--- config.mk ---
export PLATFORM = sky130hd
export DESIGN_NAME = fifo_ctl
export DESIGN_NICKNAME = d
export VERILOG_FILES = /design/src/rtl/fifo_ctl.sv
export SDC_FILE = /design/constraint.sdc
export NUM_CORES = 1
export LEC_CHECK = 0
export ABC_AREA = 1
export CORE_MARGIN = 2
export CORE_UTILIZATION = 41
export DETAILED_ROUTE_END_ITERATION = 16
export GPL_TIMING_DRIVEN = 0
export PLACE_DENSITY = 0.84
export REMOVE_ABC_BUFFERS = 1
export SKIP_CTS_REPAIR_TIMING = 1
export SLEW_MARGIN = 5
export SYNTH_ARGS = -nofsm -noshare
export SYNTH_HDL_FRONTEND = slang
export SYNTH_SLANG_ARGS = --single-unit
--- constraint.sdc ---
create_clock -name clk -period 4.4 [get_ports clk]
set_clock_uncertainty 0.05 [all_clocks]
set_input_delay 0.88 -clock clk [delete_from_list [all_inputs] [get_ports clk]]
set_output_delay 0.88 -clock clk [all_outputs]
set_load 0.01 [all_outputs]
--- src/rtl/fifo_ctl.sv ---
// Synchronous FIFO controller driving an external single-port combinational-read RAM,
// with a registered pop stage. Define FIFO_CTL_BYPASS_EN to let words skip the RAM when it is empty.
module fifo_ctl #(
  parameter int unsigned DWIDTH = 16,
  parameter int unsigned AWIDTH = 3
) (
  input  logic              clk,
  input  logic              reset,
  input  logic              in_valid,
  output logic              in_ready,
  input  logic [DWIDTH-1:0] in_data,
  output logic              out_valid,
  input  logic              out_ready,
  output logic [DWIDTH-1:0] out_data,
  output logic              ram_we,
  output logic [AWIDTH-1:0] ram_addr,
  output logic [DWIDTH-1:0] ram_wdata,
  input  logic [DWIDTH-1:0] ram_rdata,
  output logic [AWIDTH:0]   count
);

  localparam logic [AWIDTH:0] L_DEPTH = {1'b1, {AWIDTH{1'b0}}};

  logic [AWIDTH-1:0] r_wr_ptr;
  logic [AWIDTH-1:0] r_rd_ptr;
  logic [AWIDTH:0]   r_ram_cnt;
  logic              r_out_valid;
  logic [DWIDTH-1:0] r_out_data;

  logic w_slot_free;
  logic w_ram_empty;
  logic w_ram_full;
  logic w_read_cyc;
  logic w_bypass_cyc;
  logic w_in_ready;
  logic w_push;
  logic w_pop;
  logic w_ram_write;

  always_comb begin
    w_slot_free = !r_out_valid || out_ready;
    w_ram_empty = (r_ram_cnt == '0);
    w_ram_full  = (r_ram_cnt == L_DEPTH);
    // The single RAM port serves a read first; a competing write is retried next cycle.
    w_read_cyc  = !w_ram_empty && w_slot_free;
  end

`ifdef FIFO_CTL_BYPASS_EN
  always_comb w_bypass_cyc = w_ram_empty && w_slot_free && in_valid;
`else
  always_comb w_bypass_cyc = 1'b0;
`endif

  always_comb begin
    w_in_ready  = (!w_read_cyc && !w_ram_full) || w_bypass_cyc;
    w_push      = in_valid && w_in_ready;
    w_pop       = r_out_valid && out_ready;
    w_ram_write = w_push && !w_bypass_cyc;
  end

  always_ff @(posedge clk or posedge reset) begin
    if (reset) begin
      r_wr_ptr    <= '0;
      r_rd_ptr    <= '0;
      r_ram_cnt   <= '0;
      r_out_valid <= 1'b0;
      r_out_data  <= '0;
    end else begin
      if (w_read_cyc) begin
        r_out_data  <= ram_rdata;
        r_out_valid <= 1'b1;
        r_rd_ptr    <= r_rd_ptr + AWIDTH'(1);
        r_ram_cnt   <= r_ram_cnt - (AWIDTH+1)'(1);
      end else if (w_bypass_cyc) begin
        r_out_data  <= in_data;
        r_out_valid <= 1'b1;
      end else begin
        if (w_pop) begin
          r_out_valid <= 1'b0;
        end
        if (w_ram_write) begin
          r_wr_ptr  <= r_wr_ptr + AWIDTH'(1);
          r_ram_cnt <= r_ram_cnt + (AWIDTH+1)'(1);
        end
      end
    end
  end

  assign in_ready  = w_in_ready;
  assign out_valid = r_out_valid;
  assign out_data  = r_out_data;
  assign ram_we    = w_ram_write;
  assign ram_addr  = w_read_cyc ? r_rd_ptr : r_wr_ptr;
  assign ram_wdata = in_data;
  assign count     = r_ram_cnt + {{AWIDTH{1'b0}}, r_out_valid};

endmodule

---- Word-level counts from Yosys, hierarchy flattened ----
Index checks and enable logic that the tools add are counted.
word-level totals
  bits in registers ....................... 27
  logic and storage cells ................. 30
  output and inout port bits .............. 42
operators by class
  bitwise gates (word level) .............. 1
  muxes and demuxes ....................... 5
  $add $sub $neg .......................... 5
  eq/ne operators ......................... 1
  reduce and logical (&&, ||, !) cells .... 13
operators by type and width
  kind                   count
  $mux W4                2
  $add A3 B1 Y3 const B  2
  $add A4 B1 Y4          1
  $add A4 B1 Y4 const B  1
  $eq A4 B4 Y1 const B   1
  $logic_and A1 B1 Y1    4
  $logic_not A1 Y1       4
  $logic_not A4 Y1       1
  $reduce_bool A2 Y1     2
  $sub A4 B1 Y4 const B  1
  $mux W3                1
  $mux W1                2
  $reduce_and A2 Y1      1
  $logic_or A1 B1 Y1     1
  $not A1 Y1             1

---- Longest topological paths before layout ----
Gate-level depths: netlist (run 1).
  word-level depth ........................ 8
  gate-level depth with buffers ........... 14
  gate-level depth less buffers ........... 13

---- Least setup slack after synthesis (run 1) ----
No wires, ideal clock.
  path type ............................... input-to-output
  from .................................... input port out_ready
  to ...................................... output port ram_addr[0]
  data arrival time ....................... 1.515 ns
  required time ........................... 3.470 ns
  stages .................................. 5
  path slack .............................. 1.955 ns
  cells stage by stage .................... inv_1 > nand2_1 > nand2_4 > buf_6 > o21ai_0
on the way
  longest elaborated chain between the ends .. 3
RTL lines
  element              line  source
  from (decl)          13    input logic out_ready,
  $logic_or A1 B1 Y1   41    w_slot_free = !r_out_valid || out_ready;
  $logic_and A1 B1 Y1  45    w_read_cyc = !w_ram_empty && w_slot_free;
  $mux W3              93    assign ram_addr = w_read_cyc ? r_rd_ptr : r_wr_ptr;
  to (decl)            16    output logic [AWIDTH-1:0] ram_addr,
No other way between the ends.

---- Worst setup path after layout (run 1) ----
Ends and elaborated chain as after synthesis.

==> flow_summary.yaml, run 1 <==
clocking:
  path_clk_slew_ps: 150
  cts_tree: "yes"
  htree_levels: 1
  cts_buffer_depth: 2
  clock-sinks: 27
  cts_made_buffers: 3
  cts_root_buffer: "clkbuf_4"
  clock_latency_ps: 320
cells_and_area:
  num-fill-cells: 328
  final_cells: 245
  num_antenna_cells: 0
  drive_gt1_frac: 0.0553
  register_area_um2: 676
  fin_nets: 243
  synthToLayoutAreaGrowth_pct: 27.3
  multi_input_area_um2: 539
power:
  switching_share: 0.404
  p_sw_mw: 0.534
  clkPwrFrac: 0.081
  seqPwrFrac: 0.340
  cellPowerDensity_nw_per_um2: 727
  pwr-share-comb: 0.579
  p_int_mw: 0.786
  ir_drop_v: 0.000255
  p_leak_nw: 0.912
grt:
  grt_start_max_net_pins: 33
  grtUsageTotal: 0.151
  antenna_found_initial: 0
  grt_pass1_wl_um: 4750
  gr-total-overflow: 0
  first_global_vias: 1064
yosys:
  synth_top_area_share: 0.474
  synth_area_um2: 1430
  yosysMostFrequentCell: "nand2_1"
  synth_cell_types: 21
  synth_cells: 170
  synth-seq-area-share: 0.474
  synth_area_leaders: "dfrtp_1, nand2_1, buf_4"
  yosys_warnings: 0
  synth_edf_count: 0
  synth_area_per_cell_um2: 8.39
  synth_common_cells: "nand2_1, dfrtp_1, buf_4"
  ys_seq_elements: 27
  yosys.area.top_type: "dfrtp_1"
  synthFlopType: "dfrtp_1"
  async_flop_share: 1.00
critical_path:
  worstPathArrival_ps: 2610
  reg2reg_to: "r_ram_cnt[3]"
  r2r_setup_slack_ps: 2210
  path_depth: 6
  reg2reg_from: "r_ram_cnt[1]"
  worstPathCellList: "clkdlybuf4s50_1 > inv_1 > nand2_1 > nand2_4 > o21ai_0 > clkdlybuf4s50_1"
  startpoint_type: "input port"
  required_ps: 3470
  path_buf_inv: 3
  crit_fanout: 32
  rr_worst_depth: 13
  critPathMaxStageDelay_ps: 580
  critPathSlowestCell: "clkdlybuf4s50_1"
  cpLargestDelayFamily: "buffers and inverters"
  crit_type: "input port to output port"
  worstSetupEndpointType: "output port"
  cpMostUsedCell: "clkdlybuf4s50_1"
sta:
  rsz0062_at_grt: "false"
  clock.fmax_mhz: 283
  min_period_over_period: 0.804
  finalSetupTns_ps: 0
  slew_viol_final: 0
  layout_setup_ws_ps: 861
  min_period_ps: 3540
  worst_pin_slew_ps: 986
  final-hold-violation-count: 0
  setup_viol: 0
  slew_headroom: 0.342
place:
  io_buffers: 45
  pre_cts_slack_ps: 845
  place_inst: 241
  hpwlAfterDp_um: 2120
  gp_congestion: 0.765
die:
  ios: 78
  start_util: 0.427
  row_count: 21
  die-width_um: 63.0
  fp.dieH_um: 63.0
  dieArea_um2: 3970
  coreArea_um2: 3340
min_path:
  min_from: "r_wr_ptr[2]"
  hp-class: "register to register"
  holdPathStages: 2
  holdPathEnd: "r_wr_ptr[2]"
routing:
  ant_nets: 0
  vias_per_cell: 4.49
  wl_um: 2880
  detail_route.wl_per_cell_um: 11.8
  num_vias: 1099
  drtIter0Drc: 23
  drtPass1Iterations: 4
  drc: 0
status:
  run_status: "complete, no violations"
job:
  drv_cap: 0
==> registers in the layout, summed over array words and instances, names as in the netlist <==
name       flops
out_data      16
out_valid      1
r_ram_cnt      4
r_rd_ptr       3
r_wr_ptr       3
==> final cells by class <==
type / count / area share
sequential: 27 / 0.372
tap: 46 / 0.0317
clock buffer: 3 / 0.0124
inverter: 16 / 0.0345
clock inverter: 1 / 0.00414
timing repair buffer: 45 / 0.248
multi-input combinational: 107 / 0.297
==> worst max-delay path by stage <==
stage | from | endpoint
2_1_floorplan | out_ready | ram_addr[0]
3_3_place_gp | out_ready | ram_we
3_5_place_dp | out_ready | ram_addr[0]
4_1_cts | out_ready | ram_addr[0]
5_1_grt | out_ready | ram_addr[0]
6_report | out_ready | ram_addr[0]
==> placed cells by master (no fill, tap or decap), types with 3 or more instances in the layout <==
cell type / netlist / final
ha_1: 6 / 6
nor2_1: 3 / 3
o21ai_0: 3 / 3
inv_1: 14 / 14
dfrtp_1: 27 / 27
clkbuf_4: 0 / 3
o21ai_1: 3 / 3
nand3_1: 5 / 5
xor2_1: 3 / 3
nand2_1: 75 / 75
clkdlybuf4s50_1: 0 / 45
==> worst reg2reg max path: stages (launching register included) <==
cell and delay [ps]:
dfrtp_1 480, nor2_2 120, nand2_1 90, nand2_4 310, inv_4 190, ha_1 360
nand2_1 80, nand2_1 50, nor2_1 120, inv_1 50, nand2_1 70, nand2_1 50
nand2_1 50, nand2_1 50
==> power groups by stage <==
stage / Clock [mW] / Sequential [mW] / Combinational (mW)
floorplan: 0 / 0.476 / 0.397
global placement: 0 / 0.452 / 0.754
detailed placement: 0 / 0.452 / 0.779
CTS: 0.112 / 0.450 / 0.781
global route: 0.127 / 0.465 / 0.864
finish: 0.107 / 0.449 / 0.765
==> cell families after synthesis <==
group,Yosys count,synth area share
buf+inv,36,0.148
xor+xnor,5,0.0307
simple gates,88,0.256
flops,27,0.474
compound gates,7,0.0246
fa+ha+maj,7,0.0667
==> per-stage QoR <==
step | power [mW] | hold slack (ps) | util | area (um2)
3_3_place_gp | 1.21 | 407 | 0.535 | 1790
5_1_grt | 1.46 | 474 | 0.544 | 1820
3_5_place_dp | 1.23 | 414 | 0.535 | 1790
2_1_floorplan | 0.873 | 391 | - | 1280
6_report | 1.32 | 444 | 0.544 | 1820
4_1_cts | 1.34 | 451 | 0.544 | 1820
==> per-layer routing <==
metal	vias to the layer above	routed length [um]	GRT usage
met5	-	0	0.0417
met4	0	14	0.0417
met3	2	322	0.0703
met2	57	1220	0.233
met1	484	1330	0.187
li1	556	-	-
No activity file was read; power rests on OpenSTA's default activity.
==> run 2, diff against run 1 <==
CORE_UTILIZATION = 38   (was 41)
PLACE_DENSITY = 0.79   (was 0.84)
clock period = 3.3 ns   (was 4.4 ns; I/O delays follow)
==> flow_summary.yaml, run 2 (synthesis gave the netlist of run 1 again) <==
clocking:
  cts_made_buffers: 3
  cts_root_buffer: "clkbuf_8"
  htree_levels: 1
  clock_latency_ps: 270
  path_clk_slew_ps: 90
  cts_buffer_depth: 2
  cts_tree: "yes"
  clock-sinks: 27
sta:
  layout_setup_ws_ps: 238
  whs_ps: 434
  rsz0062_at_grt: "false"
  min_period_ps: 3060
  slew_viol_final: 0
  finalSetupTns_ps: 0
  clock.fmax_mhz: 327
  setup_viol: 0
  final-hold-violation-count: 0
  min_period_over_period: 0.928
  slew_headroom: 0.309
  worst_pin_slew_ps: 1040
min_path:
  hp-class: "register to register"
  holdPathEnd: "out_data[6]"
  holdPathStages: 2
  min_from: "out_data[6]"
cells_and_area:
  num-fill-cells: 362
  drive_gt1_frac: 0.0553
  num_antenna_cells: 0
  synthToLayoutAreaGrowth_pct: 28.6
  final_cells: 247
  final_cell_mix: "nand2_1, clkdlybuf4s50_1, dfrtp_1"
  largest_reg_flops: 16
  final_common_cell: "nand2_1"
  fin_nets: 243
routing:
  dr_wl_met2_um: 1290
  vias_per_cell: 4.51
  drc: 0
  drt-met1-wl_um: 1230
  num_vias: 1114
  drtPass1Iterations: 4
  ant_nets: 0
  detail_route.wl_per_cell_um: 11.7
  wl_um: 2890
  highest_layer: "met4"
  drtIter0Drc: 48
  met3_length_um: 340
critical_path:
  r2r_setup_slack_ps: 1070
  reg2reg_from: "r_ram_cnt[0]"
  crit_type: "input port to output port"
  crit_fanout: 32
  worstPathCellList: "clkdlybuf4s50_1 > inv_1 > nand2_1 > nand2_4 > nand3_4 > inv_2 > clkdlybuf4s50_1"
  cpMostUsedCell: "clkdlybuf4s50_1"
  path_buf_inv: 4
  reg2reg_to: "r_ram_cnt[3]"
  required_ps: 2590
  rr_worst_depth: 13
  cpLargestDelayFamily: "buffers and inverters"
  critPathSlowestCell: "clkdlybuf4s50_1"
  critPathMaxStageDelay_ps: 530
  startpoint_type: "input port"
  worstPathArrival_ps: 2350
  worstSetupEndpointType: "output port"
place:
  pre_cts_slack_ps: 220
  hpwlAfterDp_um: 2100
  io_buffers: 45
  place_inst: 243
  gp_congestion: 0.744
die:
  ios: 78
  die-width_um: 65.3
  dieArea_um2: 4260
  fp.dieH_um: 65.3
  coreArea_um2: 3630
  row_count: 22
  start_util: 0.393
grt:
  grt_pass1_wl_um: 4900
  antenna_found_initial: 0
  grt_start_max_net_pins: 33
  grtUsageTotal: 0.149
  gr-total-overflow: 0
  first_global_vias: 1096
power:
  cellPowerDensity_nw_per_um2: 986
  p_leak_nw: 0.923
  ir_drop_v: 0.000323
job:
  drv_cap: 0
status:
  run_status: "complete, no violations"
run 2: per-layer routing:
layer | GRT usage | up-vias
met5 | 0.0417 | -
met4 | 0.0391 | 0
met3 | 0.0753 | 3
met2 | 0.235 | 61
met1 | 0.177 | 496
li1 | - | 554
run 2: through the flow:
step	instance area [um2]	utilization	power, mW
2_1_floorplan	1280	-	1.16
3_3_place_gp	1790	0.492	1.61
3_5_place_dp	1790	0.492	1.64
4_1_cts	1830	0.505	1.84
5_1_grt	1830	0.505	2.00
6_report	1830	0.505	1.81
run 2: final cells by class:
cell class / count / area [um2] / share of cell area
Tap cell: 48 / 60.1 / 0.0327
Inverter: 16 / 62.6 / 0.0341
Timing Repair Buffer: 45 / 450 / 0.246
Clock buffer: 3 / 41.3 / 0.0225
Sequential cell: 27 / 676 / 0.368
Clock inverter: 1 / 5.00 / 0.00273
Multi-Input combinational cell: 107 / 539 / 0.294
run 2: how the worst max path moves through the flow:
stage                   start            to  slack, ps  cells past startpoint
detailed placement  out_ready        ram_we        220                      7
global route        out_ready        ram_we        100                      7
finish              out_ready        ram_we        240                      7
global placement    out_ready        ram_we        220                      7
floorplan           out_ready  r_ram_cnt[3]       1170                     13
CTS                 out_ready        ram_we        210                      7
run 2: worst register-to-register path, delay by kind of cell, from the launching register on:
family	cells	cell delay [ps]
buf+inv	2	230
fa+ha+maj	1	360
flops	1	440
simple gates	10	1050
run 2: power by group:
part	switching (mW)	internal, mW
Combinational	0.504	0.513
Sequential	0.113	0.490
Clock	0.104	0.0846
Total	0.721	1.09
